## src/rtl/wb_lsu_master.sv

```systemverilog
// rtl/wb_lsu_master.sv - RV32I load/store unit driving a Wishbone classic data bus
module wb_lsu_master #(
    parameter int unsigned TIMEOUT_CYCLES = 255
) (
    input  logic        clk,
    input  logic        rst,
    input  logic        req_valid,
    output logic        req_ready,
    input  logic        req_we,
    input  logic [2:0]  req_funct3,
    input  logic [31:0] req_addr,
    input  logic [31:0] req_wdata,
    output logic        rsp_valid,
    output logic [31:0] rsp_rdata,
    output logic        rsp_err,
    output logic        rsp_misaligned,
    output logic [31:0] dwb_adr_o,
    output logic [31:0] dwb_dat_o,
    output logic        dwb_we_o,
    output logic [3:0]  dwb_sel_o,
    output logic        dwb_cyc_o,
    output logic        dwb_stb_o,
    input  logic [31:0] dwb_dat_i,
    input  logic        dwb_ack_i,
    input  logic        dwb_err_i
);
    typedef enum logic [1:0] {IDLE, BUS, RESP} state_t;

    state_t      state, state_n;
    logic [15:0] cnt, cnt_n;
    logic [2:0]  f3, f3_n;
    logic [1:0]  off, off_n;
    logic        req_ready_n, rsp_valid_n, rsp_err_n, rsp_mis_n;
    logic [31:0] rsp_rdata_n, adr_n, dat_n;
    logic        we_n, cyc_n;
    logic [3:0]  sel_n;

    logic        illegal, misaligned;
    logic [7:0]  ld_byte;
    logic [15:0] ld_half;
    logic [31:0] ld_data;

    always_comb begin
        illegal = req_we ? (req_funct3 > 3'b010)
                         : (req_funct3 == 3'b011 || req_funct3 == 3'b110 || req_funct3 == 3'b111);
        misaligned = (req_funct3[1:0] == 2'b01 && req_addr[0]) ||
                     (req_funct3[1:0] == 2'b10 && req_addr[1:0] != 2'b00);
    end

    // Lane selection uses the offset latched at accept, not the live request.
    always_comb begin
        ld_byte = 8'(dwb_dat_i >> {off, 3'b000});
        ld_half = off[1] ? dwb_dat_i[31:16] : dwb_dat_i[15:0];
        case (f3)
            3'b000:  ld_data = {{24{ld_byte[7]}}, ld_byte};
            3'b100:  ld_data = {24'h0, ld_byte};
            3'b001:  ld_data = {{16{ld_half[15]}}, ld_half};
            3'b101:  ld_data = {16'h0, ld_half};
            default: ld_data = dwb_dat_i;
        endcase
    end

    always_comb begin
        state_n     = state;
        cnt_n       = cnt;
        f3_n        = f3;
        off_n       = off;
        req_ready_n = req_ready;
        rsp_valid_n = 1'b0;
        rsp_err_n   = 1'b0;
        rsp_mis_n   = 1'b0;
        rsp_rdata_n = 32'h0;
        adr_n       = dwb_adr_o;
        dat_n       = dwb_dat_o;
        we_n        = dwb_we_o;
        sel_n       = dwb_sel_o;
        cyc_n       = dwb_cyc_o;
        case (state)
            IDLE: begin
                if (req_valid && req_ready) begin
                    f3_n        = req_funct3;
                    off_n       = req_addr[1:0];
                    req_ready_n = 1'b0;
                    if (illegal) begin
                        state_n     = RESP;
                        rsp_valid_n = 1'b1;
                        rsp_err_n   = 1'b1;
                    end else if (misaligned) begin
                        state_n     = RESP;
                        rsp_valid_n = 1'b1;
                        rsp_mis_n   = 1'b1;
                    end else begin
                        state_n = BUS;
                        cnt_n   = 16'h0;
                        cyc_n   = 1'b1;
                        adr_n   = {req_addr[31:2], 2'b00};
                        we_n    = req_we;
                        case (req_funct3[1:0])
                            2'b00:   sel_n = 4'b0001 << req_addr[1:0];
                            2'b01:   sel_n = 4'b0011 << {req_addr[1], 1'b0};
                            default: sel_n = 4'b1111;
                        endcase
                        if (!req_we)
                            dat_n = 32'h0;
                        else if (req_funct3[1:0] == 2'b00)
                            dat_n = {4{req_wdata[7:0]}};
                        else if (req_funct3[1:0] == 2'b01)
                            dat_n = {2{req_wdata[15:0]}};
                        else
                            dat_n = req_wdata;
                    end
                end
            end
            BUS: begin
                if (dwb_ack_i || dwb_err_i || cnt == 16'(TIMEOUT_CYCLES - 1)) begin
                    state_n     = RESP;
                    rsp_valid_n = 1'b1;
                    cyc_n       = 1'b0;
                    adr_n       = 32'h0;
                    dat_n       = 32'h0;
                    we_n        = 1'b0;
                    sel_n       = 4'h0;
                    // err outranks ack; a plain timeout also reports err.
                    if (dwb_err_i || !dwb_ack_i)
                        rsp_err_n = 1'b1;
                    else if (!dwb_we_o)
                        rsp_rdata_n = ld_data;
                end else begin
                    cnt_n = cnt + 16'h1;
                end
            end
            RESP: begin
                state_n     = IDLE;
                req_ready_n = 1'b1;
            end
            default: begin
                state_n     = IDLE;
                req_ready_n = 1'b1;
                cyc_n       = 1'b0;
            end
        endcase
    end

    always_ff @(posedge clk or posedge rst) begin
        if (rst) begin
            state          <= IDLE;
            cnt            <= 16'h0;
            f3             <= 3'h0;
            off            <= 2'h0;
            req_ready      <= 1'b1;
            rsp_valid      <= 1'b0;
            rsp_rdata      <= 32'h0;
            rsp_err        <= 1'b0;
            rsp_misaligned <= 1'b0;
            dwb_adr_o      <= 32'h0;
            dwb_dat_o      <= 32'h0;
            dwb_we_o       <= 1'b0;
            dwb_sel_o      <= 4'h0;
            dwb_cyc_o      <= 1'b0;
            dwb_stb_o      <= 1'b0;
        end else begin
            state          <= state_n;
            cnt            <= cnt_n;
            f3             <= f3_n;
            off            <= off_n;
            req_ready      <= req_ready_n;
            rsp_valid      <= rsp_valid_n;
            rsp_rdata      <= rsp_rdata_n;
            rsp_err        <= rsp_err_n;
            rsp_misaligned <= rsp_mis_n;
            dwb_adr_o      <= adr_n;
            dwb_dat_o      <= dat_n;
            dwb_we_o       <= we_n;
            dwb_sel_o      <= sel_n;
            dwb_cyc_o      <= cyc_n;
            dwb_stb_o      <= cyc_n;
        end
    end
endmodule

```

## config.mk

```make
export PLATFORM = sky130hd
export DESIGN_NAME = wb_lsu_master
export DESIGN_NICKNAME = d
export VERILOG_FILES = /design/src/rtl/wb_lsu_master.sv
export SDC_FILE = /design/constraint.sdc
export NUM_CORES = 1
export LEC_CHECK = 0
export BUFFER_PORTS_ARGS = -buffer_cell sky130_fd_sc_hd__buf_2
export CORE_MARGIN = 2
export CORE_UTILIZATION = 50
export DETAILED_ROUTE_END_ITERATION = 7
export PLACE_DENSITY = 0.85
export REMOVE_ABC_BUFFERS = 1
export SLEW_MARGIN = 20
export SYNTH_ARGS = -nofsm -noshare
export SYNTH_HDL_FRONTEND = slang
export SYNTH_SLANG_ARGS = --single-unit
```

## constraint.sdc

```tcl
create_clock -name clk -period 6 [get_ports clk]
set_input_delay 1.2 -clock clk [delete_from_list [all_inputs] [get_ports clk]]
set_output_delay 1.2 -clock clk [all_outputs]
set_load 0.02 [all_outputs]
```

# [After elaboration in Yosys (flattened, before gate mapping)]
# Cells that the tools add are included.
[totals] elab_cells=117 ff_bits=129 in_bits=105 out_inout_bits=107
[op_classes] n_addsub=1 mux=59 n_eq_ne=16 n_reduce_logical=21 shifts=3 bitwise_logic=2 n_lt_le_gt_ge=1
[op_table] cell="two-way mux 32 bit" n=14
[op_table] cell="case mux 32 bit (2 select lines)" n=2
[op_table] cell="case mux 32 bit (4 select lines)" n=1
[op_table] cell="two-way mux 16 bit" n=5
[op_table] cell="case mux 16 bit (2 select lines)" n=1
[op_table] cell=">> shifter 32 x 5 -> 8 bit" n=1
[op_table] cell="two-way mux 1 bit" n=20
[op_table] cell="adder 16 x 1 -> 16 bit (second input constant)" n=1
[op_table] cell="== test 16 x 8 -> 1 bit (second input constant)" n=1
[op_table] cell="two-way mux 4 bit" n=4
[op_table] cell="case mux 4 bit (2 select lines)" n=2
[op_table] cell="AND reduction 5 bit" n=3
[op_table] cell="== test 3 bit (second input constant)" n=4
[op_table] cell="inequality test 2 bit (second input constant)" n=5
[op_table] cell="two-way mux 2 bit" n=4
[op_table] cell="case mux 1 bit (2 select lines)" n=4
[op_table] cell="logical OR 1 bit" n=6
[op_table] cell="AND reduction 2 bit" n=3
[op_table] cell="== test 2 x 1 -> 1 bit (second input constant)" n=2
[op_table] cell="== test 2 bit (second input constant)" n=2
[op_table] cell="zero test 2 bit" n=2
[op_table] cell="case mux 2 bit (2 select lines)" n=1
[op_table] cell="nonzero test 2 bit" n=2
[op_table] cell="<< shifter 1 x 2 -> 4 bit (first input constant)" n=1
[op_table] cell="9 further kinds" n=12

# [Depth between registers and ports, before layout]
[logic_depth] ltp_word=8 mapped_depth=8 depth_no_buf=6

# [Worst setup path after synthesis]
# Ideal clock, no wire load.
[synth_path] kind="input port to flip-flop" start="in req_funct3[0]" end="reg dwb_dat_o[0]" stages=7 arrival_ns=2.702 slack_ns=3.231 n_path_buf=3 required_ns=5.934 path_cell_list="clkbuf_1 -> or4_4 -> a21oi_4 -> and3_1 -> buf_4 -> buf_4 -> a22o_1"
[synth_via] elab_chain_len=7 word_cells_on_any_way=22 cone_classes="1 x order compare; 7 x eq/ne; 7 x mux; 7 x reduce/logical"
[synth_rtl] item="start, declared" line_no="10" rtl="input logic [2:0] req_funct3,"
[synth_rtl] item="zero test 2 bit" line_no="105" rtl="else if (req_funct3[1:0] == 2'b00)"
[synth_rtl] item="two-way mux 32 bit" line_no="105"
[synth_rtl] item="two-way mux 32 bit" line_no="103" rtl="if (!req_we)"
[synth_rtl] item="two-way mux 32 bit" line_no="88" rtl="end else if (misaligned) begin"
[synth_rtl] item="two-way mux 32 bit" line_no="84" rtl="if (illegal) begin"
[synth_rtl] item="two-way mux 32 bit" line_no="80" rtl="if (req_valid && req_ready) begin"
[synth_rtl] item="case mux 32 bit (2 select lines)" line_no="78" rtl="case (state)"
[synth_rtl] item="end signal, assigned" line_no="172" rtl="dwb_dat_o <= dat_n;"
[synth_rtl] item="end, declared" line_no="18" rtl="output logic [31:0] dwb_dat_o,"
# Parallel ways exist; a longest one is shown, timed or not. The select of a mux whose other input is x is not followed.
# A chain may end at the register's enable or synchronous reset.

# [Worst setup path in the final report]
[layout_path] start="in req_funct3[0]" end="reg dwb_dat_o[27]"
[layout_via] elab_chain_len=8 word_cells_on_any_way=23 cone_classes="1 x order compare; 7 x eq/ne; 8 x mux; 7 x reduce/logical"
[layout_rtl] item="== test 2 x 1 -> 1 bit" line_no="46, 107"
[layout_rtl] item="two-way mux 32 bit" line_no="107" rtl="else if (req_funct3[1:0] == 2'b01)"
[layout_rtl] item="two-way mux 32 bit" line_no="105"
[layout_rtl] item="two-way mux 32 bit" line_no="103"
[layout_rtl] item="two-way mux 32 bit" line_no="88"
[layout_rtl] item="two-way mux 32 bit" line_no="84"
[layout_rtl] item="two-way mux 32 bit" line_no="80"
[layout_rtl] item="case mux 32 bit (2 select lines)" line_no="78"
# Parallel ways exist; a longest one is shown, timed or not. The select of a mux whose other input is x is not followed.

==> flow_summary.ini <==
[final_layout]
fin_util_pct = 65.1
antenna_cells = 0
fillers = 939
multi_input_comb_area_um2 = 2550
fin_nets = 892
seq_area_um2 = 3180
drive_gt1_share_pct = 32.7
area_growth_pct = 28.5
fin_cells = 945

[pwr]
pwr-share-clk_pct = 30.9
power.leakage_nw = 3.91
power.share.switching_pct = 36.9
seqPwrFrac_pct = 36.9
p_comb_share_pct = 32.2
ir_drop_uv = 376
p_switching_mw = 1.34
internal_power_mw = 2.30
powerDensity_nw_per_um2 = 471

[timing]
max-slew-margin-rel_pct = 25.3
setup_viol = 0
worst_pin_slew_ps = 1120
fin_skew_ps = 9.38
max_freq_mhz = 339
final_max_slew_viol_count = 0
grt_setup_unrepaired = false
min_period_ps = 2950
fin_setup_tns_ps = 0
hold_viol_final = 0
period_share_pct = 49.2
worst_slack_ps = 3050

[floorplanning]
start_util_pct = 50.7
die_width_um = 114
dieHeight_um = 114
io_pins = 212
rows = 40
coreArea_um2 = 11900
dieArea_um2 = 12900

[detailed_routing]
vias = 5426
wl_per_cell_um = 17.1
first_pass_iters = 5
via_per_inst = 5.74
drt_wl_total_um = 16200
drt_iter0_drc = 535
ant_nets = 0
drc = 0

[logic_synthesis]
yosys_warnings = 0
synth_top_cell_area_share_pct = 52.5
synth_top_area_cell = dfrtp_1
ys_seq_area_share_pct = 52.9
synth-main-ff-cell = dfrtp_1
syn_avg_cell_area_um2 = 9.97
synth_edf_count = 0
synth_area_um2 = 6010
synth_seq_cells = 127
synth_most_common_cell = dfrtp_1
ys_types = 48
ys_top_cells_by_count = dfrtp_1 (126), nand2_1 (79), o21ai_0 (58), clkbuf_1 (40), nand3_1 (35)
ys_async_sr_fraction_pct = 100
netlist_instances = 603
synth_area_leaders = dfrtp_1 (52%), mux2i_1 (5.2%), nand2_1 (4.9%)

[clock_tree]
clock_sinks = 127
path_clk_slew_ps = 60
cts.repair.resized = 0
clock_path_buffers = 2
numCtsBuffers = 17
htreeDepth = 4
clk_latency_ps = 410
postCtsHoldBufs = 0
tritoncts = done
cts-root-buf = clkbuf_16
cts_setup_buffers = 0

[worst_setup_path]
endpoint_kind = flop
critPathMaxFanout = 44
cp-start-kind = primary input
worstSetupPathType = in2reg
rr_endpoint = dwb_adr_o[27]
cp-endpoint = dwb_dat_o[27]
required_ps = 6290
critPathArrivalTime_ps = 3240
cp-startpoint = req_funct3[0]
r2r_start = cnt[8]
r2r_slack_ps = 3470
r2r_cells = 5

[status]
status = finished, final reports clean

[placement]
routabilityCongestion = 0.869
pre_cts_slack_ps = 2640
dp_cells = 913
portBuffers = 209
dp_hpwl_um = 10700

[min_path]
hold_class = reg2reg

[global_route]
grt_pass1_vias = 5172
antenna_found_initial = 0
grt_max_degree = 79
grt_usage_pct = 25.3
grt.overflow.total = 0
grt_pass1_wl_um = 26100

[run]
drv_cap = 0
## flip-flops by register name (all words and copies together), names as in the netlist
name            flops
rsp_valid           1
dwb_dat_o          32
dwb_we_o            1
req_ready           1
rsp_err             1
rsp_misaligned      1
f3                  3
rsp_rdata          32
dwb_stb_o           1
off                 2
state               2
dwb_adr_o          30
dwb_sel_o           4
cnt                16
## kinds of logic after synthesis
group | Yosys count | share of synthesized area, %
compound gates | 153 | 17.0
fa+ha+maj | 2 | 0.416
buf+inv | 69 | 4.85
flops | 127 | 52.9
mux | 35 | 6.48
other cells | 1 | 0.0624
simple gates | 216 | 18.3
## power by group through the flow
stage	Clock (mW)	Combinational [mW]	Sequential, mW
6_report	1.12	1.17	1.34
5_1_grt	1.18	1.27	1.38
4_1_cts	1.14	1.18	1.34
3_5_place_dp	0	1.18	1.33
3_3_place_gp	0	1.15	1.34
2_1_floorplan	0	0.458	1.59
## per-layer routing
| metal | routed length, um | vias to the layer above | global-route usage, % |
|---|---|---|---|
| met3 | 1230 | 18 | 6.22 |
| met1 | 7030 | 2619 | 35.2 |
| met5 | 0 | - | 0 |
| li1 | - | 2540 | - |
| met2 | 7740 | 249 | 39.8 |
| met4 | 189 | 0 | 7.72 |
## how the worst min path moves through the flow
stage          cells after the start             to           from  slack [ps]
2_1_floorplan                      2        cnt[15]        cnt[15]         510
3_3_place_gp                       1  dwb_dat_o[22]  dwb_dat_o[22]         470
3_5_place_dp                       1  dwb_dat_o[11]  dwb_dat_o[11]         470
4_1_cts                            1  dwb_dat_o[17]  dwb_dat_o[17]         490
5_1_grt                            1  dwb_dat_o[11]  dwb_dat_o[11]         500
6_report                           1  dwb_dat_o[11]  dwb_dat_o[11]         490
## critical path: stages
cell	delay, ps
buf_2	240
or4_4	570
a21oi_4	180
buf_4	450
a211oi_4	40
buf_4	270
a22o_1	270
## cells in the final DEF, fill, tap and decap left out, types with 2 or more instances in the layout
cell type / instances
dfrtp_1: 126
a31o_2: 2
clkinv_2: 2
nor3_1: 23
a2111oi_0: 3
mux4_2: 3
and4_1: 2
ha_1: 2
a221oi_1: 8
buf_2: 209
nand2_1: 79
clkbuf_1: 3
o21ai_0: 58
inv_1: 13
clkbuf_16: 17
bufinv_16: 5
a22o_1: 16
nand3_1: 35
a21o_1: 4
mux2i_1: 31
o2bb2ai_1: 17
a21oi_1: 18
nand4_1: 6
or3_1: 5
buf_4: 8
o22ai_1: 11
conb_1: 2
nor4_1: 2
nand2b_1: 8
o31ai_1: 9
nor2_1: 14
inv_6: 4
and3_1: 4
or4_1: 10
nor2b_1: 21
## metrics by stage
step / area, um2 / hold WS [ps] / power, mW
finish: 7720 / 490 / 3.64
global route: 7720 / 497 / 3.82
CTS: 7710 / 490 / 3.65
detailed placement: 7070 / 470 / 2.52
global placement: 7070 / 469 / 2.49
floorplan: 5770 / 513 / 2.04
## area by class of cell
type / instances / area share (%)
Sequential cell: 127 / 41.2
Tap cell: 147 / 2.38
Timing Repair Buffer: 217 / 14.3
Inverter: 14 / 0.713
Multi-Input combinational cell: 408 / 33.1
Clock buffer: 20 / 5.66
Clock inverter: 12 / 2.64
(Power assumes the default switching activity.)
